[src/rtl/keypad_pkg.sv]
// Shared definitions for the 4x4 keypad scanner: FSM state encoding and
// default timing parameters.
package keypad_pkg;

    localparam int DWELL_DEFAULT    = 100000;
    localparam int DB_TICKS_DEFAULT = 20;

    typedef enum logic [1:0] {
        SCAN     = 2'd0,
        DEBOUNCE = 2'd1,
        HELD     = 2'd2,
        RELEASE  = 2'd3
    } state_t;

endpackage

[src/rtl/keypad_tick.sv]
// Free-running dwell counter; tick marks the last cycle of every column dwell.
module keypad_tick
    import keypad_pkg::*;
#(
    parameter int DWELL = DWELL_DEFAULT
) (
    input  logic clk,
    input  logic rst,
    output logic tick
);

    localparam int            CW   = (DWELL > 1) ? $clog2(DWELL) : 1;
    localparam logic [CW-1:0] LAST = CW'(DWELL - 1);

    logic [CW-1:0] cnt;

    always_ff @(posedge clk or posedge rst) begin
        if (rst) begin
            cnt <= '0;
        end else if (cnt == LAST) begin
            cnt <= '0;
        end else begin
            cnt <= cnt + 1'b1;
        end
    end

    assign tick = (cnt == LAST);

endmodule

[src/rtl/keypad_scan.sv]
// 4x4 keypad scanner: walks an active-low column strobe, debounces the first
// key found, reports it once on key_valid and holds key_held until release.
module keypad_scan
    import keypad_pkg::*;
#(
    parameter int DWELL    = DWELL_DEFAULT,
    parameter int DB_TICKS = DB_TICKS_DEFAULT
) (
    input  logic       clk,
    input  logic       rst,
    output logic [3:0] col,
    input  logic [3:0] row,
    output logic [3:0] key_code,
    output logic       key_valid,
    output logic       key_held,
    output state_t     dbg_state
);

    localparam int             DBW     = (DB_TICKS > 1) ? $clog2(DB_TICKS) : 1;
    localparam logic [DBW-1:0] DB_LAST = DBW'(DB_TICKS - 1);

    logic [3:0]     row_meta;
    logic [3:0]     row_sync;
    logic           tick;

    state_t         state,     state_n;
    logic [1:0]     col_idx,   col_idx_n;
    logic [1:0]     row_idx,   row_idx_n;
    logic [DBW-1:0] db_cnt,    db_cnt_n;
    logic [3:0]     code_n;
    logic           valid_n;

    logic           any_low;
    logic [1:0]     low_idx;
    logic           latched_low;
    logic           db_done;

    keypad_tick #(
        .DWELL (DWELL)
    ) u_tick (
        .clk  (clk),
        .rst  (rst),
        .tick (tick)
    );

    always_ff @(posedge clk or posedge rst) begin
        if (rst) begin
            row_meta <= 4'b1111;
            row_sync <= 4'b1111;
        end else begin
            row_meta <= row;
            row_sync <= row_meta;
        end
    end

    assign any_low     = ~&row_sync;
    assign latched_low = ~row_sync[row_idx];
    // The count about to be written reaches the last debounce step.
    assign db_done     = (int'(db_cnt) + 1 >= DB_TICKS - 1);

    always_comb begin
        low_idx = 2'd3;
        if (!row_sync[2]) low_idx = 2'd2;
        if (!row_sync[1]) low_idx = 2'd1;
        if (!row_sync[0]) low_idx = 2'd0;
    end

    always_comb begin
        state_n   = state;
        col_idx_n = col_idx;
        row_idx_n = row_idx;
        db_cnt_n  = db_cnt;
        code_n    = key_code;
        valid_n   = 1'b0;
        if (tick) begin
            case (state)
                SCAN: begin
                    if (any_low) begin
                        row_idx_n = low_idx;
                        db_cnt_n  = '0;
                        state_n   = DEBOUNCE;
                    end else begin
                        col_idx_n = col_idx + 2'd1;
                    end
                end
                DEBOUNCE: begin
                    if (latched_low) begin
                        if (db_done) begin
                            db_cnt_n = DB_LAST;
                            state_n  = HELD;
                            valid_n  = 1'b1;
                            code_n   = {row_idx, col_idx};
                        end else begin
                            db_cnt_n = db_cnt + 1'b1;
                        end
                    end else begin
                        state_n   = SCAN;
                        col_idx_n = col_idx + 2'd1;
                    end
                end
                HELD: begin
                    if (!latched_low) begin
                        db_cnt_n = '0;
                        state_n  = RELEASE;
                    end
                end
                RELEASE: begin
                    if (latched_low) begin
                        state_n = HELD;
                    end else if (db_done) begin
                        db_cnt_n  = DB_LAST;
                        state_n   = SCAN;
                        col_idx_n = col_idx + 2'd1;
                    end else begin
                        db_cnt_n = db_cnt + 1'b1;
                    end
                end
                default: state_n = SCAN;
            endcase
        end
    end

    always_ff @(posedge clk or posedge rst) begin
        if (rst) begin
            state     <= SCAN;
            col_idx   <= 2'd0;
            row_idx   <= 2'd0;
            db_cnt    <= '0;
            key_code  <= 4'd0;
            key_valid <= 1'b0;
        end else begin
            state     <= state_n;
            col_idx   <= col_idx_n;
            row_idx   <= row_idx_n;
            db_cnt    <= db_cnt_n;
            key_code  <= code_n;
            key_valid <= valid_n;
        end
    end

    assign col       = ~(4'b0001 << col_idx);
    assign key_held  = (state == HELD) || (state == RELEASE);
    assign dbg_state = state;

endmodule

[config.mk]
export PLATFORM = sky130hd
export DESIGN_NAME = keypad_scan
export DESIGN_NICKNAME = d
export VERILOG_FILES = /design/src/rtl/keypad_pkg.sv /design/src/rtl/keypad_tick.sv /design/src/rtl/keypad_scan.sv
export SDC_FILE = /design/constraint.sdc
export NUM_CORES = 1
export LEC_CHECK = 0
export CAP_MARGIN = 0
export CORE_UTILIZATION = 57
export DETAILED_ROUTE_END_ITERATION = 8
export GPL_TIMING_DRIVEN = 0
export PLACE_DENSITY = 0.85
export SYNTH_ARGS = -nofsm -noshare
export SYNTH_HDL_FRONTEND = slang
export SYNTH_SLANG_ARGS = --single-unit
export TNS_END_PERCENT = 5
[constraint.sdc]
create_clock -name clk -period 3.05 [get_ports clk]
set_input_delay 0.4575 -clock clk [delete_from_list [all_inputs] [get_ports clk]]
set_output_delay 0.4575 -clock clk [all_outputs]
set_load 0.02 [all_outputs]
==> summary.txt <==
outcome = finished, final reports clean
worst setup margin = 508 ps
Post-CTS Hold Fix Bufs = 0
Worst EP required = 2590 ps
Clock Skews = 9.85 ps
CP Capture Type = primary output
register bit total from synthesis = 41
Yosys top cell by area = dfrtp_1
Post-DRT Antenna Nets = 0
vias per inst = 5.64
worst reg2reg startpoint = db_cnt[0]
GRT Util Overall = 0.222
Starting Density = 0.605
Ys Warns = 0
fin nets = 235
largest net degree at the start of global routing = 42
aggregate global routing overflow = 0
average routed wire per standard cell = 13.6 µm
Root Driver = clkbuf_4
Syn-to-layout area delta = 15.1%
Hold Path End = row_sync[3]
critical setup path kind = register to primary output
relative slew slack = 0.468
global-route wire length before repair = 6.62 mm
top post-synthesis cells by area = dfrtp_1 (40%), dfstp_2 (10%), ha_1 (6.7%)
RSZ-0062 raised after global routing = no
Worst-Margin Slew = 796 ps
Final GP Congestion = 0.818
Yosys top cell area share = 0.400
proportion of layout cells with a drive suffix above 1 = 0.114
CTS tree = done
Tot Pwr = 0.940 mW
Syn Nets = 211
First DRT Iteration DRCs = 69
number of global-route vias before repair = 1492
Port Buffers = 17
period utilization = 0.833
Syn Inst Count = 194
htree depth = 2
Die Y = 62.2 µm
Reg-to-Reg End = col_idx[1]
placed insts = 257
register area share after synthesis = 0.501
Area after DPL = 2290 µm²
maximum buffer depth of the clock tree = 2
CTS sink count = 41
antenna cells = 0
Pre-Repair DR Iteration Count = 4
worst-path maximum fanout = 7
die width = 62.2 µm
PwrDens = 395 nW/µm²
FMAX = 393 MHz
standard-cell row count = 21
Tmin final = 2540 ps
Die ar. = 3870 µm²
antenna violations before repair = 0
CTS resizes = 0
Final setup viols = 0
clk_lat worst skew = 350 ps
Reg2Reg Depth = 8
Post-Layout Cell Count = 265
Hold Slack = 365 ps
Primary FF master, synth = dfrtp_1
Avg Cell Area, Syn = 10.7 µm²
Min-Delay Path Depth = 0
EDFF count, synth = 0
Leakage = 1.05 nW
post-CTS setup buffers = 0
setup_tns = 0 ps
R2R setup slack = 550 ps
Post-DP HPWL = 2.57 mm
Remaining DRCs = 0
pre-CTS setup slack = 629 ps
Final Hold Violating Endpoints = 0
Max Slew Vio Count = 0
Via Count = 1494
Num CTS Buffers = 5
final instance area = 2380 µm²
Worst Hold Launch = row_meta[3]
clock transition at the registers of the reported paths = 130 ps
Yosys cell types = 42
crit path DAT = 2080 ps
Worst VDD drop = 366 µV
core area = 3420 µm²
Post-synth ARST share = 1.00
Netlist Area Pre-Place = 2070 µm²
post-layout util = 0.696
Startpoint Class = register
io pins = 18
total wire length = 3.59 mm
MaxCap Viol Count = 0
min-delay worst type = register to register
[state kept, by name, summed over array words and instances, names as in the netlist, named ones only]
signal,count
row_sync,4
row_idx,2
key_code,4
key_valid,1
dbg_state,1
u_tick.cnt,17
db_cnt,5
row_meta,4
col_idx,2
[area by class of cell]
class / count / area (µm²)
plain buffers: 2 / 8.76
inverters: 13 / 48.8
flip-flops and latches: 41 / 1040
clock buffers: 5 / 37.5
clock inverters: 3 / 46.3
repair buffers: 17 / 170
well taps: 46 / 57.6
multi-input cells: 138 / 973
fillers: 257 / 1040
[cells in the final DEF, fill, tap and decap left out, types with 3 or more instances in the layout]
cell type and instances:
nand3_1 12, dfstp_2 8, or3_1 3, dfrtp_1 33, inv_1 12, mux2_1 6, xnor2_1 7, o21ai_0 3
nor2b_1 3, o31ai_1 3, ha_1 11, clkbuf_4 5, clkdlybuf4s50_1 17, and3_1 4, or2_2 3, nand4_1 6
a31oi_1 4, nor2_1 17, xor2_1 9, nand2_1 14, nor3_1 4, a21oi_1 4
[synthesized netlist by cell type (4+ instances only)]
cell	count
nand2_1	14
xnor2_1	7
ha_1	11
a21oi_1	4
nor2_1	17
dfrtp_1	33
nand3_1	12
dfstp_2	8
a31oi_1	4
mux2_1	6
xor2_1	9
nor3_1	4
and3_1	4
nand4_1	6
inv_1	13
[cell families after synthesis]
group           count (synthesis)  synth area share
xor+xnor                       16            0.0678
flops                          41             0.501
simple gates                   79             0.203
compound gates                 21            0.0678
buf+inv                        15            0.0278
fa+ha+maj                      11            0.0666
mux                            11            0.0654
[metal layers]
layer / vias up / track usage / part of all wire
li1: 732 / - / -
met1: 717 / 0.271 / 0.44
met2: 39 / 0.372 / 0.49
met3: 6 / 0.0570 / 0.043
met4: 0 / 0.0988 / 0.017
met5: - / 0 / 0
[worst max path at each step]
stage | startpoint | to | slack (ps)
floorplan | dbg_state[0] | db_cnt[3] | 860
global placement | db_cnt[0] | col_idx[1] | 700
detailed placement | db_cnt[0] | col_idx[1] | 630
CTS | dbg_state[0] | key_held | 500
global route | dbg_state[0] | key_held | 390
finish | dbg_state[0] | key_held | 510
[worst max-delay path: stages, from the launching register on]
cell	delay (ps)
dfrtp_1	500
inv_1	100
ha_1	260
or2_2	320
clkdlybuf4s50_1	540
[report_power, final]
part           internal [mW]  switching (mW)
logic                0.00913          0.0141
registers              0.553         0.00337
clock network          0.174           0.187
Note: power is estimated with default switching activity, not from simulation.
